<file path="src/rtl/muldiv_pkg.sv">
// Shared decode constants, FSM encoding and helpers for the EXE-stage HI/LO unit.
package muldiv_pkg;

   localparam logic [5:0] OP_SPECIAL = 6'h00;

   localparam logic [5:0] FN_MFHI  = 6'h10;
   localparam logic [5:0] FN_MTHI  = 6'h11;
   localparam logic [5:0] FN_MFLO  = 6'h12;
   localparam logic [5:0] FN_MTLO  = 6'h13;
   localparam logic [5:0] FN_MULT  = 6'h18;
   localparam logic [5:0] FN_MULTU = 6'h19;
   localparam logic [5:0] FN_DIV   = 6'h1A;
   localparam logic [5:0] FN_DIVU  = 6'h1B;

   localparam int unsigned MD_STEPS = 32;

   typedef enum logic [1:0] {
      ST_IDLE = 2'd0,
      ST_RUN  = 2'd1,
      ST_FIX  = 2'd2
   } mdState_e;

   // Two's-complement magnitude; 0x80000000 maps to itself, which is the correct unsigned magnitude.
   function automatic logic [31:0] absVal(input logic [31:0] value, input logic isSigned);
      return (isSigned && value[31]) ? (32'd0 - value) : value;
   endfunction

endpackage

</file>
<file path="src/rtl/exe_div_core.sv">
// Restoring-divide step and final sign correction for the HI/LO unit (purely combinational).
module exe_div_core (
   input  logic [31:0] rem_i,
   input  logic [31:0] quo_i,
   input  logic [31:0] divisor_i,
   input  logic        negQ_i,
   input  logic        negR_i,
   input  logic        divZero_i,
   output logic [31:0] remStep_o,
   output logic [31:0] quoStep_o,
   output logic [31:0] hi_o,
   output logic [31:0] lo_o
);

   logic [32:0] trial;
   logic [31:0] trialSub;
   logic        fits;

   // The partial remainder stays below the divisor, so the shifted trial fits in 33 bits
   // and the accepted difference always fits back in 32.
   assign trial     = {rem_i, quo_i[31]};
   assign fits      = (trial >= {1'b0, divisor_i});
   assign trialSub  = trial[31:0] - divisor_i;
   assign remStep_o = fits ? trialSub : trial[31:0];
   assign quoStep_o = {quo_i[30:0], fits};

   // A zero divisor leaves the dividend magnitude in the remainder, so re-signing it restores rs.
   assign hi_o = negR_i ? (32'd0 - rem_i) : rem_i;
   assign lo_o = divZero_i ? 32'hFFFF_FFFF : (negQ_i ? (32'd0 - quo_i) : quo_i);

endmodule

</file>
<file path="src/rtl/exe_muldiv_unit.sv">
// EXE-stage HI/LO unit: iterative MULT/MULTU/DIV/DIVU plus MFHI/MFLO/MTHI/MTLO.
// Define MULDIV_FAST_MUL_EN for single-cycle multiplies; divides stay iterative either way.
module exe_muldiv_unit
   import muldiv_pkg::*;
(
   input  logic        clk,
   input  logic        rst_n,
   input  logic [31:0] EXE_busA,
   input  logic [31:0] EXE_busB,
   input  logic [5:0]  EXE_OP,
   input  logic [5:0]  EXE_Funct,
   input  logic        EXE_Valid,
   input  logic        EXE_Hold,
   input  logic        EXE_Flush,
   output logic        md_busy,
   output logic        md_stall,
   output logic [31:0] md_rdata,
   output logic [31:0] md_hi,
   output logic [31:0] md_lo
);

   localparam logic [5:0] LAST_STEP = 6'(MD_STEPS - 1);

   mdState_e    state_q;
   logic [5:0]  cnt_q;
   logic [63:0] acc_q;
   logic [31:0] opB_q;
   logic [31:0] hi_q;
   logic [31:0] lo_q;
   logic        negQ_q;
   logic        negR_q;
   logic        isDivOp_q;
   logic        divZero_q;

   logic        isSpecial;
   logic        isMult;
   logic        isMultu;
   logic        isDiv;
   logic        isDivu;
   logic        isMfhi;
   logic        isMthi;
   logic        isMflo;
   logic        isMtlo;
   logic        hiloUse;
   logic        act;
   logic        signedOp;
   logic        iterOp;
   logic        fastMul;
   logic [63:0] fastProd;
   logic [31:0] aMag;
   logic [31:0] bMag;
   logic        aNeg;
   logic        bNeg;

   logic [32:0] mulSum;
   logic [63:0] mulNext;
   logic [63:0] acc_d;
   logic [63:0] prodFix;
   logic [31:0] divRemStep;
   logic [31:0] divQuoStep;
   logic [31:0] divHi;
   logic [31:0] divLo;

   assign isSpecial = (EXE_OP == OP_SPECIAL);
   assign isMult    = isSpecial && (EXE_Funct == FN_MULT);
   assign isMultu   = isSpecial && (EXE_Funct == FN_MULTU);
   assign isDiv     = isSpecial && (EXE_Funct == FN_DIV);
   assign isDivu    = isSpecial && (EXE_Funct == FN_DIVU);
   assign isMfhi    = isSpecial && (EXE_Funct == FN_MFHI);
   assign isMthi    = isSpecial && (EXE_Funct == FN_MTHI);
   assign isMflo    = isSpecial && (EXE_Funct == FN_MFLO);
   assign isMtlo    = isSpecial && (EXE_Funct == FN_MTLO);
   assign hiloUse   = isMult | isMultu | isDiv | isDivu | isMfhi | isMthi | isMflo | isMtlo;

   assign act      = EXE_Valid & ~EXE_Hold & ~EXE_Flush;
   assign md_busy  = (state_q != ST_IDLE);
   assign md_stall = EXE_Valid & hiloUse & md_busy;
   assign md_rdata = isMfhi ? hi_q : (isMflo ? lo_q : 32'd0);
   assign md_hi    = hi_q;
   assign md_lo    = lo_q;

   assign signedOp = isMult | isDiv;
   assign aNeg     = signedOp & EXE_busA[31];
   assign bNeg     = signedOp & EXE_busB[31];
   assign aMag     = absVal(EXE_busA, signedOp);
   assign bMag     = absVal(EXE_busB, signedOp);

`ifdef MULDIV_FAST_MUL_EN
   assign iterOp   = isDiv | isDivu;
   assign fastMul  = isMult | isMultu;
   // Sign-extending both operands to 64 bits makes the modulo-2^64 product equal the signed product.
   assign fastProd = isMult ? ({{32{EXE_busA[31]}}, EXE_busA} * {{32{EXE_busB[31]}}, EXE_busB})
                            : ({32'd0, EXE_busA} * {32'd0, EXE_busB});
`else
   assign iterOp   = isMult | isMultu | isDiv | isDivu;
   assign fastMul  = 1'b0;
   assign fastProd = 64'd0;
`endif

   // Shift-add multiply: acc holds {partial product, remaining multiplier bits}.
   assign mulSum  = {1'b0, acc_q[63:32]} + {1'b0, (acc_q[0] ? opB_q : 32'd0)};
   assign mulNext = {mulSum, acc_q[31:1]};
   assign prodFix = negQ_q ? (64'd0 - acc_q) : acc_q;

   exe_div_core u_divCore (
      .rem_i     (acc_q[63:32]),
      .quo_i     (acc_q[31:0]),
      .divisor_i (opB_q),
      .negQ_i    (negQ_q),
      .negR_i    (negR_q),
      .divZero_i (divZero_q),
      .remStep_o (divRemStep),
      .quoStep_o (divQuoStep),
      .hi_o      (divHi),
      .lo_o      (divLo)
   );

   assign acc_d = isDivOp_q ? {divRemStep, divQuoStep} : mulNext;

   // Once started, an operation ignores EXE_Hold/EXE_Flush: its instruction has already left EXE.
   always_ff @(posedge clk) begin
      if (!rst_n) begin
         state_q   <= ST_IDLE;
         cnt_q     <= 6'd0;
         acc_q     <= 64'd0;
         opB_q     <= 32'd0;
         hi_q      <= 32'd0;
         lo_q      <= 32'd0;
         negQ_q    <= 1'b0;
         negR_q    <= 1'b0;
         isDivOp_q <= 1'b0;
         divZero_q <= 1'b0;
      end else begin
         case (state_q)
            ST_IDLE: begin
               if (act) begin
                  if (iterOp) begin
                     acc_q     <= {32'd0, aMag};
                     opB_q     <= bMag;
                     negQ_q    <= aNeg ^ bNeg;
                     negR_q    <= aNeg;
                     isDivOp_q <= isDiv | isDivu;
                     divZero_q <= (EXE_busB == 32'd0);
                     cnt_q     <= 6'd0;
                     state_q   <= ST_RUN;
                  end else if (fastMul) begin
                     hi_q <= fastProd[63:32];
                     lo_q <= fastProd[31:0];
                  end else if (isMthi) begin
                     hi_q <= EXE_busA;
                  end else if (isMtlo) begin
                     lo_q <= EXE_busA;
                  end
               end
            end
            ST_RUN: begin
               acc_q <= acc_d;
               cnt_q <= cnt_q + 6'd1;
               if (cnt_q == LAST_STEP) begin
                  state_q <= ST_FIX;
               end
            end
            ST_FIX: begin
               if (isDivOp_q) begin
                  hi_q <= divHi;
                  lo_q <= divLo;
               end else begin
                  hi_q <= prodFix[63:32];
                  lo_q <= prodFix[31:0];
               end
               cnt_q   <= 6'd0;
               state_q <= ST_IDLE;
            end
            default: begin
               state_q <= ST_IDLE;
            end
         endcase
      end
   end

endmodule
</file>
<file path="config.mk">
export PLATFORM = sky130hd
export DESIGN_NAME = exe_muldiv_unit
export DESIGN_NICKNAME = d
export VERILOG_FILES = /design/src/rtl/muldiv_pkg.sv /design/src/rtl/exe_div_core.sv /design/src/rtl/exe_muldiv_unit.sv
export SDC_FILE = /design/constraint.sdc
export NUM_CORES = 1
export LEC_CHECK = 0
export ABC_AREA = 1
export BUFFER_PORTS_ARGS = -buffer_cell sky130_fd_sc_hd__buf_2
export CORE_MARGIN = 2
export CORE_UTILIZATION = 30
export DETAILED_ROUTE_END_ITERATION = 10
export PLACE_DENSITY = 0.45
export SLEW_MARGIN = 20
export SYNTH_ARGS = -nofsm -noshare
export SYNTH_HDL_FRONTEND = slang
export SYNTH_SLANG_ARGS = --single-unit
</file>
<file path="constraint.sdc">
create_clock -name clk -period 3.15 [get_ports clk]
set_input_delay 0.4725 -clock clk [delete_from_list [all_inputs] [get_ports clk]]
set_output_delay 0.4725 -clock clk [all_outputs]
set_load 0.01 [all_outputs]
</file>
=== After elaboration in Yosys (flattened, before gate mapping) ===
Cells that the tools add are included.

* Flip-flop bits (word level): 172
* Output and inout port bits: 98

* Add/subtract/negate cells: 8
* $lt $le $gt $ge: 1
* Equal/unequal tests: 18
* Mux-type cells: 32
* Bitwise operators: 18
* Reduce and logical (&&, ||, !) cells: 23

{| class="wikitable"
|+ Operators with widths
! operator !! number
|-
| 32-bit two-way mux || 18
|-
| 64-bit two-way mux || 4
|-
| 32-bit case mux with 2 select lines || 2
|-
| 64-bit case mux with 2 select lines || 1
|-
| 1-bit by 32-bit subtractor with 32-bit output (first input constant) || 4
|-
| 1-bit by 64-bit subtractor with 64-bit output (first input constant) || 1
|-
| 6-bit by 5-bit equality test with 1-bit output (second input constant) || 9
|-
| 32-bit by 32-bit adder with 33-bit output || 1
|-
| 33-bit by 32-bit greater-or-equal comparator with 1-bit output || 1
|-
| 32-bit zero test || 1
|-
| 32-bit subtractor || 1
|-
| 6-bit case mux with 3 select lines || 1
|-
| 2-bit != test (second input constant) || 7
|-
| 6-bit two-way mux || 2
|-
| 3-bit AND reduction || 4
|-
| 1-bit logical AND || 10
|-
| 1-bit OR || 9
|-
| 6-bit by 1-bit adder with 6-bit output (second input constant) || 1
|-
| 1-bit AND || 6
|-
| 6-bit zero test || 1
|-
| 2-bit two-way mux || 3
|-
| 2-bit nonzero test || 3
|-
| 5-bit AND reduction || 1
|-
| 2-bit case mux with 2 select lines || 1
|-
| 7 further kinds || 8
|}

=== Longest topological paths before layout ===
Gate-level depths: netlist of run 1.

* Depth in word-level cells: 11
* Mapped depth: 21
* Gate-level depth less buffers: 20

=== Hierarchy ===
A second synthesis of run 1 with hierarchy kept.

* Cells, all modules: 3,898
* Area total of the unflattened synthesis: 20,857.5 µm²

{| class="wikitable"
|+ By module, submodules not included
! module !! instances !! cells an instance !! area an instance (µm²) !! sequential area each (µm²)
|-
| exe_muldiv_unit || 1 || 2,818 || 15,441.1 || 3,443.3
|-
| exe_div_core || 1 || 1,080 || 5,416.4 || 0.0
|}

=== Worst setup path after synthesis of run 1 ===
OpenSTA, ideal clock, no wires.

* Path kind: register to register
* From: register acc_q[0]
* To: register acc_q[61]
* Library setup time: 0.134 ns
* Arrival: 2.131 ns
* Setup slack: 0.886 ns
* Cell stages (with the launch flop): 21
* Buffers on the path: 1
* Cells stage by stage: dfxtp_1 > buf_2 > nand2_1 > inv_1 > ha_1 > inv_1 > fa_1 > inv_1 > nand2_1 > o21ai_2 > nand2_1 > nand2_1 > nand2_1 > nand2_1 > nand2_1 > nand3_1 > nand3_1 > nand2_1 > inv_1 > nand2_1 > a21oi_1

* Cells in the longest elaborated chain, start to end: 4

{| class="wikitable"
|+ RTL lines
! what !! line !! RTL
|-
| from (decl) || exe_muldiv_unit.sv:26 || <nowiki>logic [63:0] acc_q;</nowiki>
|-
| from (signal assigned) || exe_muldiv_unit.sv:138 || <nowiki>acc_q <= {32'd0, aMag};</nowiki>
|-
| 32-bit two-way mux || exe_muldiv_unit.sv:101 || <nowiki>assign mulSum = {1'b0, acc_q[63:32]} + {1'b0, (acc_q[0] ? opB_q : 32'd0)};</nowiki>
|-
| 32-bit by 32-bit adder with 33-bit output || exe_muldiv_unit.sv:101 ||
|-
| 64-bit two-way mux || exe_muldiv_unit.sv:118 || <nowiki>assign acc_d = isDivOp_q ? {divRemStep, divQuoStep} : mulNext;</nowiki>
|-
| 64-bit case mux with 2 select lines || exe_muldiv_unit.sv:134 || <nowiki>case (state_q)</nowiki>
|}

No other way between the ends.
A chain may end at the register's enable or synchronous reset.

=== Worst setup path in the final report of run 1 ===
* From: register acc_q[38]
* To: register acc_q[50]

* Cells in the longest elaborated chain, start to end: 4
* Elaborated cells on any way between the ends: 6

{| class="wikitable"
|+ RTL lines
! what !! line !! RTL
|-
| 32-bit subtractor / 33-bit by 32-bit greater-or-equal comparator with 1-bit output (equally long branches) || exe_div_core.sv:23, exe_div_core.sv:22 ||
|-
| 32-bit two-way mux || exe_div_core.sv:24 || <nowiki>assign remStep_o = fits ? trialSub : trial[31:0];</nowiki>
|-
| 64-bit two-way mux (*) || exe_muldiv_unit.sv:118 ||
|-
| 64-bit case mux with 2 select lines (*) || exe_muldiv_unit.sv:134 ||
|}

Every way passes the cells marked *; elsewhere a longest branch is shown, timed or not.

==> results of run 1 <==
## through the flow
stage	instances	utilization	hold WS, ns	worst slack [ns]
after global placement	4120	0.342	0.458	0.403
after floorplan	3171	-	0.440	0.886
after global routing	4151	0.352	0.267	0.0235
after CTS	4151	0.352	0.220	0.362
final	4152	0.352	0.261	0.349
after detailed placement	4120	0.342	0.458	0.373
## registers in the layout, indices dropped and copies added, names as in the netlist, 2 cells and up
register  count
cnt_q         6
md_hi        32
md_lo        32
acc_q        64
opB_q        32
state_q       2
## cell usage in the layout, fill, tap and decap left out, types with 5 or more instances in the layout
| cell | synthesis | final |
|---|---|---|
| sky130_fd_sc_hd__buf_12 | 0 | 7 |
| sky130_fd_sc_hd__o21ai_2 | 12 | 11 |
| sky130_fd_sc_hd__a21o_1 | 6 | 6 |
| sky130_fd_sc_hd__o21a_1 | 6 | 6 |
| sky130_fd_sc_hd__xnor2_1 | 11 | 11 |
| sky130_fd_sc_hd__nor3_1 | 49 | 49 |
| sky130_fd_sc_hd__nand3b_1 | 13 | 13 |
| sky130_fd_sc_hd__nand2_2 | 13 | 13 |
| sky130_fd_sc_hd__nor2_2 | 13 | 15 |
| sky130_fd_sc_hd__buf_2 | 23 | 177 |
| sky130_fd_sc_hd__clkbuf_16 | 0 | 17 |
| sky130_fd_sc_hd__inv_2 | 9 | 9 |
| sky130_fd_sc_hd__nor2_1 | 366 | 364 |
| sky130_fd_sc_hd__nor4_1 | 5 | 5 |
| sky130_fd_sc_hd__dfxtp_1 | 172 | 170 |
| sky130_fd_sc_hd__and2_1 | 5 | 5 |
| sky130_fd_sc_hd__o21bai_1 | 17 | 17 |
| sky130_fd_sc_hd__ha_1 | 72 | 71 |
| sky130_fd_sc_hd__inv_6 | 0 | 5 |
| sky130_fd_sc_hd__o211ai_1 | 6 | 6 |
| sky130_fd_sc_hd__nand2_1 | 815 | 815 |
| sky130_fd_sc_hd__or2_2 | 7 | 7 |
| sky130_fd_sc_hd__o21ai_0 | 253 | 253 |
| sky130_fd_sc_hd__o21ai_1 | 10 | 10 |
| sky130_fd_sc_hd__a31oi_1 | 23 | 23 |
| sky130_fd_sc_hd__a21oi_1 | 298 | 298 |
| sky130_fd_sc_hd__nand3_1 | 261 | 261 |
| sky130_fd_sc_hd__nor2_4 | 8 | 8 |
| sky130_fd_sc_hd__inv_1 | 439 | 437 |
| sky130_fd_sc_hd__nor3_2 | 5 | 5 |
| sky130_fd_sc_hd__nand4_1 | 57 | 57 |
| sky130_fd_sc_hd__xor2_1 | 33 | 33 |
| sky130_fd_sc_hd__o31ai_1 | 5 | 5 |
| sky130_fd_sc_hd__a32o_1 | 31 | 31 |
| sky130_fd_sc_hd__buf_4 | 2 | 106 |
## kinds of logic (layout without fill, tap and decap cells)
family,after synthesis,count (layout),synth area share
compound gates,684,684,0.215
xor+xnor,44,44,0.0216
fa+ha+maj,74,74,0.0528
buf+inv,565,772,0.124
flops,172,172,0.193
mux,1,1,0.000632
other cells,0,1,0
simple gates,1631,1631,0.393
## layout make-up
cell class | instances | area, µm²
Multi-Input combinational cell | 2434 | 12200
Tap cell | 773 | 967
Antenna cell | 1 | 2.50
Sequential cell | 172 | 3450
Fill cell | 6707 | 38200
Clock buffer | 18 | 429
Timing Repair Buffer | 290 | 1820
Clock inverter | 13 | 180
Inverter | 451 | 1700
## report_power, final
group / total, mW / switching (mW) / internal (mW)
Sequential: 2.62 / 0.226 / 2.40
Combinational: 2.49 / 1.77 / 0.728
Clock: 2.38 / 1.11 / 1.27
Total: 7.50 / 3.10 / 4.39
## per-layer routing
layer / part of all wire / wire (µm)
met3: 0.081 / 7230
met1: 0.47 / 42100
met5: 0.00015 / 13
met4: 0.025 / 2270
met2: 0.42 / 37600
## critical path: stages (launching register included)
cell and delay (ns):
sky130_fd_sc_hd__dfxtp_1 0.62, sky130_fd_sc_hd__ha_1 0.37, sky130_fd_sc_hd__nand2_1 0.17, sky130_fd_sc_hd__nor2_1 0.09, sky130_fd_sc_hd__nand2_1 0.12, sky130_fd_sc_hd__nor2_1 0.06, sky130_fd_sc_hd__nand3_1 0.13, sky130_fd_sc_hd__nand3_2 0.12
sky130_fd_sc_hd__nor2_4 0.18, sky130_fd_sc_hd__nand2_8 0.12, sky130_fd_sc_hd__buf_12 0.17, sky130_fd_sc_hd__inv_1 0.14, sky130_fd_sc_hd__nand2_1 0.08, sky130_fd_sc_hd__nand3_1 0.17, sky130_fd_sc_hd__nand2_1 0.07, sky130_fd_sc_hd__a21oi_1 0.11
## path summary, 6_finish.rpt
kind                   from         to  slack, ns  cells after the start
setup / recovery  acc_q[38]  acc_q[50]       0.35                     15
hold / removal        rst_n  md_hi[21]       0.26                      3
setup reg to reg  acc_q[38]  acc_q[50]       0.35                     15
hold reg to reg   divZero_q  divZero_q       0.47                      1
==> summary.txt, run 1 <==
status -> complete, no violations
Worst VDD drop -> 0.000431 V
DRT Wirelength -> 89200 µm
count of state elements after synthesis -> 172
remaining global-route overflow -> 0
DR vias -> 22.2k
horizontal extent of the die -> 248 µm
min-delay worst type -> in2reg
row cnt -> 89
met2 demand-to-capacity share in global routing -> 0.425
required time worst endpoint -> 3.58 ns
total placed instance area -> 20100 µm²
number of global-route vias before repair -> 20.2k
most common library cells after synthesis -> 815 x sky130_fd_sc_hd__nand2_1, 439 x sky130_fd_sc_hd__inv_1, 366 x sky130_fd_sc_hd__nor2_1
TritonCTS clock tree -> built
RD Place Congestion -> 0.976
first drt pass iteration count -> 6
reported leakage power -> 10.8 nW
net count after synthesis -> 3326
worst-case clock skew -> 0.0168 ns
layout cell share with drive strength beyond 1 -> 0.122
half-perimeter wire length of the detailed placement result -> 72800 µm
Avg Inst Size Synth -> 5.62 µm²
number of H-tree branching levels -> 4
synth unique cells -> 58
Overall Power -> 7.50 mW
part of the Yosys area used for sequential elements -> 0.193
final net count -> 3521
starting density of the core -> 0.302
Synth Cell Area -> 17800 µm²
full die area -> 61400 µm²
Max Buffers Root-to-Sink -> 2
leading cell types by total area after synthesis -> sky130_fd_sc_hd__dfxtp_1 19%, sky130_fd_sc_hd__nand2_1 17%, sky130_fd_sc_hd__inv_1 9.2%
clock sink total -> 172
period utilization -> 0.889
global route hottest layer -> met2
number of max-cap violations -> 0
Warnings, synthesis -> 0
Post-Route Setup TNS -> 0 ns
met3 GRT Util -> 0.0487
post-synthesis cell count -> 3171
final count of hold timing violations -> 0
port buffer count -> 178
core footprint -> 58900 µm²
library cell with the largest summed area after synthesis -> sky130_fd_sc_hd__dfxtp_1
clock buffer count from CTS -> 17
Clock Pin Slew Worst Setup and Hold Paths -> 0.08 ns
1st-iter DRT viols -> 2171
height of the die -> 248 µm
number of design rule violations left after detail routing -> 0
element type at the critical path start -> flop
Routed wire per std cell -> 21.5 µm
Post-CTS Setup Bufs -> 0
Resized cells post-CTS -> 0
setup violators final -> 0
hold buffer count at CTS -> 0
data arrival time of the critical path -> 3.24 ns
path type of the worst setup path -> reg2reg
met1 global-route usage -> 0.421
pin count of the biggest net entering global routing -> 62
first-pass GRT wire length -> 130000 µm
ANT nets after route -> 0
power per standard cell area -> 362 nW/µm²
number of pins exceeding their max-slew limit in the final report -> 0
Tmin final -> 2.80 ns
per-cell via count in the routed design -> 5.34
area overhead of the layout relative to synthesis -> 16.4%
Fmax -> 0.357 GHz
antenna violations before repair -> 2
area share of the largest cell type after synthesis -> 0.193
CP max FO -> 15
Final Instance Area -> 20700 µm²
share of async-settable or async-resettable flops after synthesis -> 0
critical path endpoint category -> flop
root buffer selected by CTS -> sky130_fd_sc_hd__clkbuf_16
Least-Margin Pin Slew -> 1.06 ns
setup repair after global routing missed its margin -> no
most instantiated flip-flop cell in the synthesis netlist -> sky130_fd_sc_hd__dfxtp_1
overall track demand over capacity in global routing -> 0.287
Top Ports -> 179
top-count cell post-synth -> sky130_fd_sc_hd__nand2_1
number of flops mapped to enable cells by yosys -> 0
Slew headroom -> 0.286
clock insertion delay at the later pin of the skew report -> 0.51 ns
No activity file was read; power rests on OpenSTA's default activity.
==> run 2: changes to the inputs <==
- RECOVER_POWER: not set -> 50
==> run 2 against run 1 <==
  * Utilization decreased by 0.23 points
  * Sequential power hardly changed
  * Combinational power down 2%
  * Worst hold slack worse by 0.0072 ns
  * Register-to-register slack improved by 0.02 ns
  * Fmax grew 0.84%
  * Clock power is essentially flat
  * Cell count hardly changed
  * Via count is 0.67% lower
  * Sequential cell count stayed put
  * Final area fell by 0.66%
  * First-iteration DRC count increased by 2.1%
  * Highest routed layer unchanged
==> summary.txt, run 2 (synthesized netlist as in run 1, its figures left out) <==
status -> complete, no violations
Overall Power -> 7.45 mW
half-perimeter wire length of the detailed placement result -> 72800 µm
final net count -> 3521
clock buffer count from CTS -> 17
period utilization -> 0.882
clock insertion delay at the later pin of the skew report -> 0.51 ns
Worst VDD drop -> 0.000436 V
pin count of the biggest net entering global routing -> 62
row cnt -> 89
Post-CTS Setup Bufs -> 0
min-delay worst type -> in2reg
area overhead of the layout relative to synthesis -> 15.6%
layout cell share with drive strength beyond 1 -> 0.100
Post-Route Setup TNS -> 0 ns
reported leakage power -> 10.5 nW
horizontal extent of the die -> 248 µm
data arrival time of the critical path -> 3.22 ns
clock sink total -> 172
setup repair after global routing missed its margin -> no
CP max FO -> 14
Max Buffers Root-to-Sink -> 2
first-pass GRT wire length -> 130000 µm
power per standard cell area -> 362 nW/µm²
most common library cell in the layout ignoring fill and taps -> sky130_fd_sc_hd__nand2_1
worst-case clock skew -> 0.0159 ns
1st-iter DRT viols -> 2216
Resized cells post-CTS -> 0
full die area -> 61400 µm²
number of max-cap violations -> 0
path type of the worst setup path -> reg2reg
root buffer selected by CTS -> sky130_fd_sc_hd__clkbuf_16
number of global-route vias before repair -> 20.2k
number of flip-flops in the largest register -> 64
Routed wire per std cell -> 21.5 µm
element type at the critical path start -> flop
Least-Margin Pin Slew -> 1.22 ns
largest register by flop count -> acc_q
height of the die -> 248 µm
per-cell via count in the routed design -> 5.31
starting density of the core -> 0.302
TritonCTS clock tree -> built
overall track demand over capacity in global routing -> 0.287
ANT nets after route -> 0
antenna violations before repair -> 2
Tmin final -> 2.78 ns
remaining global-route overflow -> 0
Clock Pin Slew Worst Setup and Hold Paths -> 0.08 ns
required time worst endpoint -> 3.59 ns
number of design rule violations left after detail routing -> 0
setup violators final -> 0
DR vias -> 22.0k
core footprint -> 58900 µm²
RD Place Congestion -> 0.976
first drt pass iteration count -> 5
Slew headroom -> 0.189
DRT Wirelength -> 89200 µm
final count of hold timing violations -> 0
commonest cells after routing, fill and taps aside -> 816 x sky130_fd_sc_hd__nand2_1, 437 x sky130_fd_sc_hd__inv_1, 366 x sky130_fd_sc_hd__nor2_1
Fmax -> 0.360 GHz
hold buffer count at CTS -> 0
number of H-tree branching levels -> 4
number of pins exceeding their max-slew limit in the final report -> 0
critical path endpoint category -> flop
Top Ports -> 179
port buffer count -> 178
Antenna diodes -> 0
==> run 2: cell count changes in the layout (fill, tap and decap cells not counted), sizes merged <==
cell / delta
clkbuf: +72
diode: -1
inv: -1
clkinv: +1
buf: -72
==> run 2: critical path, cell delays in order (launching register included) <==
cell and delay, ns:
sky130_fd_sc_hd__dfxtp_1 0.45, sky130_fd_sc_hd__buf_12 0.18, sky130_fd_sc_hd__buf_4 0.16, sky130_fd_sc_hd__nand2_1 0.07, sky130_fd_sc_hd__inv_1 0.06, sky130_fd_sc_hd__ha_1 0.28
sky130_fd_sc_hd__nand2_1 0.14, sky130_fd_sc_hd__inv_1 0.05, sky130_fd_sc_hd__a21oi_1 0.25, sky130_fd_sc_hd__nand2_1 0.13, sky130_fd_sc_hd__nand2_1 0.07, sky130_fd_sc_hd__nand2_1 0.09
sky130_fd_sc_hd__nand3_1 0.16, sky130_fd_sc_hd__nand3_1 0.09, sky130_fd_sc_hd__nand2_1 0.07, sky130_fd_sc_hd__nor2_1 0.06, sky130_fd_sc_hd__nor2_1 0.21, sky130_fd_sc_hd__nand2_1 0.10
sky130_fd_sc_hd__a21oi_2 0.12
==> run 2: routing by layer <==
| metal | part of all wire | vias to the layer above | GRT usage |
|---|---|---|---|
| li1 | - | 10800 | - |
| met1 | 0.47 | 10300 | 0.421 |
| met2 | 0.42 | 863 | 0.425 |
| met3 | 0.080 | 84 | 0.0487 |
| met4 | 0.026 | 2 | 0.0851 |
| met5 | 0.00015 | - | 0 |
==> run 2: area by class of cell <==
cell class / count / area, µm²
inverters: 451 / 1700
repair buffers: 290 / 1720
multi-input cells: 2434 / 12200
flip-flops and latches: 172 / 3450
well taps: 773 / 967
clock inverters: 13 / 180
fillers: 6761 / 38300
clock buffers: 18 / 429
==> run 2: path summary, 6_finish.rpt <==
kind          endpoint  depth (start not counted)  startpoint  slack [ns]
min reg2reg  divZero_q                          1   divZero_q        0.47
min          md_hi[21]                          3       rst_n        0.25
max          acc_q[58]                         18    acc_q[0]        0.37
max reg2reg  acc_q[58]                         18    acc_q[0]        0.37
==> run 2: through the flow <==
| step | hold WS [ns] | util | cells | worst slack [ns] | cell area [µm²] |
|---|---|---|---|---|---|
| final | 0.253 | 0.350 | 4151 | 0.372 | 20600 |
| after global routing | 0.267 | 0.350 | 4151 | 0.0235 | 20600 |
| after CTS | 0.220 | 0.352 | 4151 | 0.362 | 20700 |
| after detailed placement | 0.458 | 0.342 | 4120 | 0.373 | 20100 |
| after global placement | 0.458 | 0.342 | 4120 | 0.403 | 20100 |
| after floorplan | 0.440 | - | 3171 | 0.886 | 17800 |
==> run 2: where the power goes <==
group	leakage (nW)	internal, mW	switching, mW
combinational	8.78	0.686	1.75
clock	0.292	1.27	1.12
sequential	1.39	2.40	0.230
